<file path="config.mk">
export PLATFORM = sky130hd
export DESIGN_NAME = sequence_adder
export DESIGN_NICKNAME = d
export VERILOG_FILES = /design/src/rtl/sequence_adder.sv
export SDC_FILE = /design/constraint.sdc
export NUM_CORES = 1
export LEC_CHECK = 0
export ABC_CLOCK_PERIOD_IN_PS = 3000
export BUFFER_PORTS_ARGS = -buffer_cell sky130_fd_sc_hd__buf_2
export CORE_AREA = 2 2 39 41
export DETAILED_ROUTE_END_ITERATION = 6
export DIE_AREA = 0 0 41 43
export SLEW_MARGIN = 20
export SYNTH_ARGS = -nofsm -noshare
export SYNTH_HDL_FRONTEND = slang
export SYNTH_SLANG_ARGS = --single-unit
</file>
<file path="constraint.sdc">
create_clock -name CLK -period 3 [get_ports CLK]
set_input_delay 0.15 -clock CLK [delete_from_list [all_inputs] [get_ports CLK]]
set_output_delay 0.15 -clock CLK [all_outputs]
set_load 0.05 [all_outputs]
</file>
<file path="src/rtl/sequence_adder.sv">
// 8-bit running-sum accumulator: Q <= Q + A (mod 256) on every rising CLK edge.
// Latency: one clock from A sampled at an edge to Q; synchronous active-high reset wins.
// Backpressure: none. There is no handshake, so every edge accumulates.
module sequence_adder (
    input  logic       CLK,
    input  logic       RST,
    input  logic [7:0] A,
    output logic [7:0] Q
);

    logic [7:0] acc_q;
    logic [7:0] acc_d;

    // Ripple-carry adder built from eight full-adder stages with carry-in 0.
    // The carry out of bit 7 is computed but intentionally dropped (modulo 2^8).
    always_comb begin
        logic carry;
        carry = 1'b0;
        acc_d = '0;
        for (int i = 0; i < 8; i++) begin
            acc_d[i] = acc_q[i] ^ A[i] ^ carry;
            carry    = (acc_q[i] & A[i]) | (carry & (acc_q[i] ^ A[i]));
        end
    end

    // Accumulator register; reset is sampled only at the clock edge and overrides A.
    always_ff @(posedge CLK) begin
        if (RST) begin
            acc_q <= 8'h00;
        end else begin
            acc_q <= acc_d;
        end
    end

    assign Q = acc_q;

endmodule

</file>
# == Yosys cells after proc, flatten, opt, wreduce, memory -nomap -nowiden ==
# Cells that the tools add are included.
# Widths: inputs -> output; s select.
# classes
bitwise_logic,34
# ops
operator,count
$xor 1x1->1,15
$and 1x1->1,13
$or 1x1->1,6
# totals
wordCells,35
input_bits,10
output_inout_bits,8
regBits,8

# == Depth between registers and ports, before layout ==
# Gate-level depths: netlist (run 1).
# depth
depth_word,14
depth_mapped,11
ltp_nobuf,11

# == Worst setup path before layout (run 1) ==
# No wires, ideal clock.
# synth_path
kind,reg2reg
from,"register acc_q[0], in the netlist Q[0]"
to,"register acc_q[7], in the netlist Q[7]"
n_path_buf,0
setup_time_ns,0.110
period_less_slack_ns,3.319
required_time_ns,2.890
slack_ns,-0.319
stages_incl_launch_ff,12
arrival_time_ns,3.209
path_cell_list,dfxtp_1 ha_1 inv_1 fa_1 inv_1 fa_1 fa_1 fa_1 fa_1 fa_1 xnor3_1 nor2_1
# synth_via
elab_chain_cells,14
# synth_rtl
item,line,source
start: declaration,11,logic [7:0] acc_q;
start signal: assignment,29,acc_q <= 8'h00;
start signal: assignment,31,acc_q <= acc_d;
$and 1x1->1 (2 in a row),22,carry = (acc_q[i] & A[i]) | (carry & (acc_q[i] ^ A[i]));
$or 1x1->1,22,
$and 1x1->1,22,
$or 1x1->1,22,
$and 1x1->1,22,
$or 1x1->1,22,
$and 1x1->1,22,
$or 1x1->1,22,
$and 1x1->1,22,
$or 1x1->1,22,
$and 1x1->1,22,
$or 1x1->1,22,
$xor 1x1->1,21,acc_d[i] = acc_q[i] ^ A[i] ^ carry;
# Every way passes these cells.
# A chain may end at the register's enable or synchronous reset.

# == Final worst setup path (run 1) ==
# layout_path
from,"register acc_q[0], in the netlist Q[0]"
to,"register acc_q[6], in the netlist Q[6]"
# layout_via
elab_chain_cells,12
# layout_rtl
item,line,source
$and 1x1->1 (2 in a row),22,
$or 1x1->1,22,
$and 1x1->1,22,
$or 1x1->1,22,
$and 1x1->1,22,
$or 1x1->1,22,
$and 1x1->1,22,
$or 1x1->1,22,
$and 1x1->1,22,
$or 1x1->1,22,
$xor 1x1->1,21,
net acc_d[6],12,logic [7:0] acc_d;
# The timed path passes the listed nets, and every way through them passes these cells.

==> flow_metrics.py, run 1 <==
metrics = {
    "cells_and_area": {
        "top_regs": "Q (8)",
        "layout-drive-gt1-share": 0.5306,
        "largest_reg_flops": 8,
        "top_register": "Q",
        "final_core_util": 0.3779,
        "syn_to_final_growth_pct": 39.33,
        "fin_nets": 67,
        "antenna_cells": 0,
    },
    "grt": {
        "grt_start_max_net_pins": 9,
        "grt_pass1_wl_um": 1104,
        "grt_use_total": 0.09796,
        "overflow": 0,
        "grt_antenna_before_repair": 0,
        "grt_pass1_vias": 283,
    },
    "setup_path": {
        "critPathSlowestCell": "fa_2",
        "worstPathArrival_ps": 3100,
        "criticalPathCategory": "reg -> reg",
        "cp_top_family": "adder cells",
        "regToRegEndpoint": "Q[6]",
        "crit_path_max_fanout": 2,
        "endpoint_kind": "register",
        "cp-startpoint": "Q[0]",
        "worstPathRequired_ps": 3180,
        "timing.rr.start": "Q[0]",
        "timing.reg2reg.setup_slack_ps": 80,
        "path_common_cell": "fa_2",
        "path_buf_inv": 2,
        "path_cells": "ha_1 > inv_1 > fa_1 > inv_1 > fa_2 > fa_2 > fa_2 > fa_2 > fa_2 > nor2b_1",
        "cp-start-kind": "register",
        "reg2regPathDepth": 10,
        "slowest_delay_ps": 510,
    },
    "routing": {
        "drt_iter0_drc": 0,
        "dr_wl_met3_um": 93,
        "vias": 262,
        "viasPerCell": 4.031,
        "drc": 0,
        "first_pass_iters": 1,
        "avgRoutedWirePerCell_um": 10.08,
        "met2WireLength_um": 279,
        "wirelength_um": 655,
        "ant_nets": 0,
        "m1WireLength_um": 283,
        "maxUsedRoutingLayer": "met3",
    },
    "die": {
        "die_h_um": 43,
        "start_util": 0.2712,
        "coreArea_um2": 1384,
        "core.rowCount": 14,
        "die_w_um": 41,
        "die_area_um2": 1763,
        "io_pins": 18,
    },
    "timing": {
        "hold_slack_ps": 156.7,
        "relSlewSlack": 0.8336,
        "fin_crit_ps": 2916,
        "final-setup-viol-count": 0,
        "fin_worst_skew_ps": 8.501,
        "maxSlewViolCount": 0,
        "setup_slack_ps": 83.74,
        "tightest_slew_ps": 251.4,
        "hold_viol_final": 0,
        "max_freq_ghz": 0.3429,
        "finalCritPeriodShare": 0.9721,
    },
    "job": {
        "maxCapViolations": 0,
    },
    "placement": {
        "dp_slack_ps": -94.32,
        "place.gp.congestion": 0.5863,
        "portBuffers": 17,
        "post-dp-hpwl_um": 547.9,
    },
    "synth": {
        "synth_top_family_by_area": "adder cells",
        "syn_area_um2": 375.4,
        "yosys_warnings": 0,
        "synth-xor-area-share": 0.06000,
        "synth_edf_count": 0,
        "synth_seq_area_share": 0.4267,
        "synthArstFlopShare": 0,
        "synth_simple_gate_area_frac": 0.1200,
        "yosys.area.top_type_share": 0.4267,
        "synth_cell_types": 7,
        "synth_largest_area_cell": "dfxtp_1",
        "synthAdderAreaFrac": 0.3533,
        "syn_area_per_cell_um2": 13.41,
        "synth_common_cells": "8 x dfxtp_1, 6 x fa_1, 6 x nor2b_1",
        "synth-compound-area-share": 0,
        "ys.flop_type": "dfxtp_1",
        "synth_area_leaders": "dfxtp_1 43%, fa_1 32%, nor2b_1 10%",
        "synth.most_common_cell": "dfxtp_1",
        "muxShareOfSynthArea": 0,
        "synth-seq-cells": 8,
        "syn_inst": 28,
        "syn-num-nets": 45,
    },
    "worst_hold_path": {
        "hold-path-cell-count": 2,
        "hp-start": "RST",
        "holdPathEnd": "Q[0]",
        "hp-class": "in -> reg",
    },
    "power": {
        "power.density_nw_per_um2": 981.5,
        "p_leak_nw": 0.2574,
        "power_uw": 513.3,
        "ir_worst_vdd_mv": 0.5561,
    },
    "clock_network": {
        "cts.sinks": 8,
        "cts-root-buf": "clkbuf_4",
        "cts_buffers": 3,
        "clkTransAtPathRegs_ps": 60,
        "clock_latency_ps": 250,
        "cts_setup_buffers": 0,
        "tritoncts": "yes",
        "clk_path_buf_depth": 2,
        "h-tree-depth": 1,
    },
    "status": {
        "status": "complete, no violations",
    },
}
==> worst register-to-register path, stage by stage (launching register included) <==
cell	delay, ps
dfxtp_4	340
ha_1	170
inv_1	60
fa_1	150
inv_1	60
fa_2	380
fa_2	350
fa_2	340
fa_2	350
fa_2	510
nor2b_1	130
==> where the power goes <==
| group | internal [mW] | switching (mW) | total [mW] | leakage (nW) |
|---|---|---|---|---|
| combinational | 0.0874 | 0.169 | 0.256 | 0.175 |
| sequential | 0.142 | 0.0264 | 0.168 | 0.0673 |
| clock | 0.0510 | 0.0382 | 0.0892 | 0.0150 |
==> per-stage QoR <==
step	instance area [um2]	std cells	TNS, ps
2_1_floorplan	386.6	28	-56.64
3_3_place_gp	491.7	61	-37.29
3_5_place_dp	491.7	61	-94.32
4_1_cts	520.5	65	0
5_1_grt	523.0	65	-3.321
6_report	523.0	65	0
==> area by class of cell <==
type / instances / area [um2]
clock buffer: 4 / 26.28
multi-input combinational: 16 / 212.7
tap: 16 / 20.02
timing repair buffer: 17 / 85.08
inverter: 4 / 15.01
sequential: 8 / 163.9
fill: 143 / 860.8
==> per-layer routing <==
layer,vias to the layer above,global-route usage
li1,125,-
met1,119,0.1288
met2,18,0.1219
met3,0,0.05236
met4,0,0.06000
met5,-,0
==> placed cells by master (no fill, tap or decap), types with 2 or more instances in the layout <==
cell,count
nor2b_1,6
dfxtp_1,7
inv_1,4
buf_2,17
fa_2,5
clkbuf_4,3
nor2_1,2
==> worst max path at each step <==
| stage | to | slack [ps] | cells after the start |
|---|---|---|---|
| 2_1_floorplan | Q[7] | -60 | 11 |
| 3_3_place_gp | Q[7] | -40 | 11 |
| 3_5_place_dp | Q[7] | -90 | 11 |
| 4_1_cts | Q[7] | 50 | 11 |
| 5_1_grt | Q[6] | -3 | 10 |
| 6_report | Q[6] | 80 | 10 |
==> logic make-up (layout without fill, tap and decap cells) <==
| logic type | Yosys count | in the layout |
|---|---|---|
| adders and majority gates | 7 | 7 |
| xor gates and xnor gates | 1 | 1 |
| and+or+nand+nor | 8 | 8 |
| DFF | 8 | 8 |
| buffers and inverters | 4 | 25 |
==> what timing repair did <==
item | in CTS | in global routing
endpoints found under the hold margin | 0 | 0
resized for setup | 1 | 1
endpoints found under the setup margin | 1 | 1
pin swaps | 2 | 2
hold buffers | 0 | 0
Power figures use the tool's default switching activity.
==> inputs of run 2 (changes only) <==
--- a/config.mk
+++ b/config.mk
@@ -10,6 +10,7 @@
 export CORE_AREA = 2 2 39 41
 export DETAILED_ROUTE_END_ITERATION = 6
 export DIE_AREA = 0 0 41 43
+export REMOVE_ABC_BUFFERS = 1
 export SLEW_MARGIN = 20
 export SYNTH_ARGS = -nofsm -noshare
 export SYNTH_HDL_FRONTEND = slang
==> run 2 against run 1 <==
Against the previous run:
- critical path depth unchanged
- non-clock buffer count stayed put
- critical path type unchanged
- final cell count shrank 1.5%
- flip-flop and latch count is the same
- hold slack better by 16 ps
- first-iteration DRC count unchanged
- power decreased by 0.22%
- fmax rose by 1.4%
- worst setup slack better by 40 ps
==> flow_metrics.py, run 2 (synthesis results as in run 1) <==
metrics = {
    "die": {
        "core.rowCount": 14,
        "start_util": 0.2712,
        "die_w_um": 41,
        "coreArea_um2": 1384,
        "die_h_um": 43,
        "io_pins": 18,
        "die_area_um2": 1763,
    },
    "routing": {
        "wirelength_um": 675,
        "first_pass_iters": 1,
        "ant_nets": 0,
        "drc": 0,
        "drt_iter0_drc": 0,
        "viasPerCell": 4.047,
        "avgRoutedWirePerCell_um": 10.55,
        "vias": 259,
    },
    "worst_hold_path": {
        "holdPathEnd": "Q[1]",
        "hold-path-cell-count": 2,
        "hp-class": "in -> reg",
        "hp-start": "RST",
    },
    "grt": {
        "grt_start_max_net_pins": 9,
        "grt_pass1_wl_um": 1041,
        "overflow": 0,
        "grt_use_total": 0.09959,
        "grt_antenna_before_repair": 0,
        "grt_pass1_vias": 268,
    },
    "cells_and_area": {
        "regArea_um2": 160.2,
        "syn_to_final_growth_pct": 38.00,
        "multiInputGateArea_um2": 215.2,
        "mostFrequentLayoutCells": "17 x buf_2, 8 x dfxtp_1, 5 x nor2b_1, 5 x fa_2, 4 x inv_1",
        "final_core_util": 0.3743,
        "largest_reg_flops": 8,
        "top_regs": "Q (8)",
        "fin_nets": 67,
        "top_register": "Q",
        "fill_cells": 140,
        "antenna_cells": 0,
        "final_common_cell": "buf_2",
        "post-route-cell-area_um2": 518.0,
        "layout-drive-gt1-share": 0.5417,
    },
    "placement": {
        "postPlaceCellArea_um2": 480.5,
        "post-dp-hpwl_um": 583.5,
        "place.gp.congestion": 0.6795,
        "portBuffers": 17,
    },
    "setup_path": {
        "critPathSlowestCell": "fa_2",
        "regToRegEndpoint": "Q[6]",
        "slowest_delay_ps": 520,
        "cp-start-kind": "register",
        "path_buf_inv": 2,
        "timing.reg2reg.setup_slack_ps": 120,
        "path_cells": "ha_1 > inv_1 > fa_1 > inv_1 > fa_2 > fa_2 > fa_2 > fa_2 > fa_2 > nor2b_2",
        "reg2regPathDepth": 10,
        "timing.rr.start": "Q[0]",
        "worstPathArrival_ps": 3060,
        "crit_path_max_fanout": 2,
        "cp_top_family": "adder cells",
        "worstPathRequired_ps": 3190,
        "path_common_cell": "fa_2",
        "endpoint_kind": "register",
        "criticalPathCategory": "reg -> reg",
    },
    "power": {
        "power_uw": 512.2,
        "power.density_nw_per_um2": 988.8,
        "ir_worst_vdd_mv": 0.5957,
        "p_leak_nw": 0.2567,
    },
    "clock_network": {
        "clkTransAtPathRegs_ps": 50,
        "cts_buffers": 3,
        "cts.sinks": 8,
        "tritoncts": "yes",
        "cts_setup_buffers": 0,
        "postCtsHoldBufs": 0,
        "clk_path_buf_depth": 2,
        "clock_latency_ps": 250,
        "h-tree-depth": 1,
        "cts-root-buf": "clkbuf_4",
    },
    "timing": {
        "fin_worst_skew_ps": 3.759,
        "max_freq_ghz": 0.3476,
        "final-setup-viol-count": 0,
        "tns_ps": 0,
        "relSlewSlack": 0.8291,
        "finalCritPeriodShare": 0.9588,
        "maxSlewViolCount": 0,
        "rsz0062_at_grt": "no",
        "hold_viol_final": 0,
        "hold_slack_ps": 172.7,
        "tightest_slew_ps": 258.2,
        "fin_crit_ps": 2876,
    },
    "job": {
        "maxCapViolations": 0,
    },
    "status": {
        "status": "complete, no violations",
    },
}
[run 2: cell types whose count changed in the layout (fill, tap and decap cells not counted)]
cell,before,now
dfxtp_1,7,8
nor2b_1,6,5
nor2b_2,0,1
dfxtp_4,1,0
clkbuf_1,1,0
[run 2: per-stage QoR]
step	worst slack, ps	cells
finish	123.5	64
global route	40.50	64
CTS	15.06	64
detailed placement	-242.5	61
global placement	-127.5	61
floorplan	-318.8	28
[run 2: cell type report]
cell class / instances / share of cell area
repair buffers: 17 / 0.1643
flip-flops and latches: 8 / 0.3092
inverters: 4 / 0.02899
clock buffers: 3 / 0.04348
multi-input cells: 16 / 0.4155
well taps: 16 / 0.03865
[run 2: worst max-delay path by stage]
| stage | start | to | slack [ps] | cells after the start |
|---|---|---|---|---|
| floorplan | Q[0] | Q[7] | -320 | 11 |
| global placement | Q[0] | Q[7] | -130 | 11 |
| detailed placement | Q[0] | Q[7] | -240 | 11 |
| CTS | Q[0] | Q[6] | 20 | 10 |
| global route | Q[0] | Q[6] | 40 | 10 |
| finish | Q[0] | Q[6] | 120 | 10 |
[run 2: metal layers]
layer,GRT usage,part of all wire
met1,0.1003,0.41
met2,0.1281,0.41
met3,0.1099,0.17
met4,0.04000,0
met5,0,0
[run 2: report_power, final]
| group | switching (mW) | internal (mW) |
|---|---|---|
| clock network | 0.0331 | 0.0455 |
| registers | 0.0244 | 0.142 |
| logic | 0.173 | 0.0942 |
[run 2: what timing repair did]
| item | CTS | global route |
|---|---|---|
| gates resized for setup | 5 | 1 |
| hold endpoints to repair | 0 | 0 |
| pin swaps | 3 | 1 |
| endpoints found under the setup margin | 2 | 2 |
| cloned | 0 | 0 |
==> inputs of run 3 (changes only) <==
--- a/config.mk
+++ b/config.mk
@@ -5,7 +5,7 @@
 export SDC_FILE = /design/constraint.sdc
 export NUM_CORES = 1
 export LEC_CHECK = 0
-export ABC_CLOCK_PERIOD_IN_PS = 3000
+export ABC_CLOCK_PERIOD_IN_PS = 3550
 export BUFFER_PORTS_ARGS = -buffer_cell sky130_fd_sc_hd__buf_2
 export CORE_AREA = 2 2 39 41
 export DETAILED_ROUTE_END_ITERATION = 6
==> constraint.sdc (replaced) <==
create_clock -name CLK -period 3.55 [get_ports CLK]
set_input_delay 0.1775 -clock CLK [delete_from_list [all_inputs] [get_ports CLK]]
set_output_delay 0.1775 -clock CLK [all_outputs]
set_load 0.05 [all_outputs]
==> run 3 against run 2 <==
Against the previous run:
- worst setup slack improved by 220 ps
- critical endpoint is now Q[7]
- hold slack gained 20 ps
- clock-buffer cell count unchanged
==> flow_metrics.py, run 3 (synthesis results as in run 1) <==
metrics = {
    "routing": {
        "first_pass_iters": 1,
        "drt_iter0_drc": 0,
        "wirelength_um": 628,
        "drc": 0,
        "ant_nets": 0,
        "vias": 261,
        "viasPerCell": 4.078,
        "avgRoutedWirePerCell_um": 9.813,
    },
    "setup_path": {
        "cp-start-kind": "register",
        "crit_path_max_fanout": 2,
        "criticalPathCategory": "reg -> reg",
        "endpoint_kind": "register",
        "reg2regPathDepth": 11,
        "worstPathRequired_ps": 3690,
        "timing.reg2reg.setup_slack_ps": 340,
        "worstPathArrival_ps": 3350,
    },
    "clock_network": {
        "cts_buffers": 3,
        "cts_resized": 0,
        "tritoncts": "yes",
        "clk_path_buf_depth": 2,
        "clock_latency_ps": 240,
        "clkTransAtPathRegs_ps": 50,
        "cts-root-buf": "clkbuf_4",
        "h-tree-depth": 1,
        "postCtsHoldBufs": 0,
        "cts.sinks": 8,
        "cts_setup_buffers": 0,
    },
    "die": {
        "coreArea_um2": 1384,
        "start_util": 0.2712,
        "io_pins": 18,
        "die_w_um": 41,
        "core.rowCount": 14,
        "die_area_um2": 1763,
        "die_h_um": 43,
    },
    "job": {
        "maxCapViolations": 0,
    },
    "timing": {
        "relSlewSlack": 0.8336,
        "hold_viol_final": 0,
        "fin_worst_skew_ps": 0.4922,
        "maxSlewViolCount": 0,
        "final-setup-viol-count": 0,
        "rsz0062_at_grt": "no",
        "tns_ps": 0,
        "tightest_slew_ps": 251.4,
        "fin_crit_ps": 3210,
        "finalCritPeriodShare": 0.9043,
        "max_freq_ghz": 0.3115,
    },
    "grt": {
        "overflow": 0,
        "grt_pass1_wl_um": 986,
        "grt_use_total": 0.08638,
        "grt_antenna_before_repair": 0,
        "grt_start_max_net_pins": 9,
        "grt_pass1_vias": 259,
    },
    "power": {
        "p_int_uw": 232.0,
        "power_frac_comb": 0.513,
        "p_seq_frac": 0.330,
        "power.clock.fraction": 0.157,
        "ir_worst_vdd_mv": 0.4678,
        "p_leak_nw": 0.2622,
        "sw_frac_of_total": 0.4511,
        "power.density_nw_per_um2": 840.2,
        "switchingPower_uw": 190.6,
    },
    "placement": {
        "portBuffers": 17,
        "postPlaceCellArea_um2": 480.5,
        "post-dp-hpwl_um": 533.9,
        "place.gp.congestion": 0.6452,
    },
    "cells_and_area": {
        "final_common_cell": "buf_2",
        "top_regs": "Q (8)",
        "largest_reg_flops": 8,
        "fin_nets": 67,
        "post-route-cell-area_um2": 503.0,
        "antenna_cells": 0,
        "top_register": "Q",
        "mostFrequentLayoutCells": "17 x buf_2, 8 x dfxtp_1, 6 x nor2b_1, 6 x fa_1, 4 x inv_1",
        "layout-drive-gt1-share": 0.4167,
        "syn_to_final_growth_pct": 34.00,
    },
    "worst_hold_path": {
        "hp-class": "in -> reg",
        "hold-path-cell-count": 2,
    },
    "status": {
        "status": "complete, no violations",
    },
}
==> run 3: final timing paths <==
kind	start	to
max	Q[0]	Q[7]
min	RST	Q[1]
max reg2reg	Q[0]	Q[7]
min reg2reg	Q[7]	Q[7]
==> run 3: layout make-up <==
| type | instances | area [um2] |
|---|---|---|
| Fill cell | 147 | 880.8 |
| Multi-Input combinational cell | 16 | 200.2 |
| Sequential cell | 8 | 160.2 |
| Timing Repair Buffer | 17 | 85.08 |
| Clock buffer | 3 | 22.52 |
| Tap cell | 16 | 20.02 |
| Inverter | 4 | 15.01 |
==> run 3: power groups by stage <==
stage | combinational (mW) | clock (mW) | sequential, mW
final | 0.217 | 0.0664 | 0.139
after global routing | 0.233 | 0.0772 | 0.144
after global placement | 0.215 | 0 | 0.142
after CTS | 0.220 | 0.0707 | 0.140
after detailed placement | 0.217 | 0 | 0.141
after floorplan | 0.0650 | 0 | 0.242
==> run 3: metal layers <==
| metal | routed length (um) | track usage |
|---|---|---|
| met5 | 0 | 0 |
| met1 | 284 | 0.1171 |
| met2 | 268 | 0.1094 |
| met4 | 0 | 0.06000 |
| met3 | 75 | 0.03141 |
==> run 3: worst max-delay path: stages, from the launching register on <==
cell	delay, ps
dfxtp_1	310
ha_1	170
inv_1	60
fa_1	150
inv_1	50
fa_1	380
fa_1	400
fa_1	390
fa_1	390
fa_1	390
xnor3_1	370
nor2_1	40
==> run 3: stage by stage <==
step / worst slack, ps / utilization / power (mW) / std cells / hold WS, ps
floorplan: 231.2 / - / 0.3070 / 28 / 244.2
global placement: 374.9 / 0.3472 / 0.3572 / 61 / 447.4
detailed placement: 299.1 / 0.3472 / 0.3578 / 61 / 463.8
CTS: 306.0 / 0.3635 / 0.4307 / 64 / 200.8
global route: 230.0 / 0.3635 / 0.4536 / 64 / 195.7
finish: 339.7 / 0.3635 / 0.4226 / 64 / 192.5
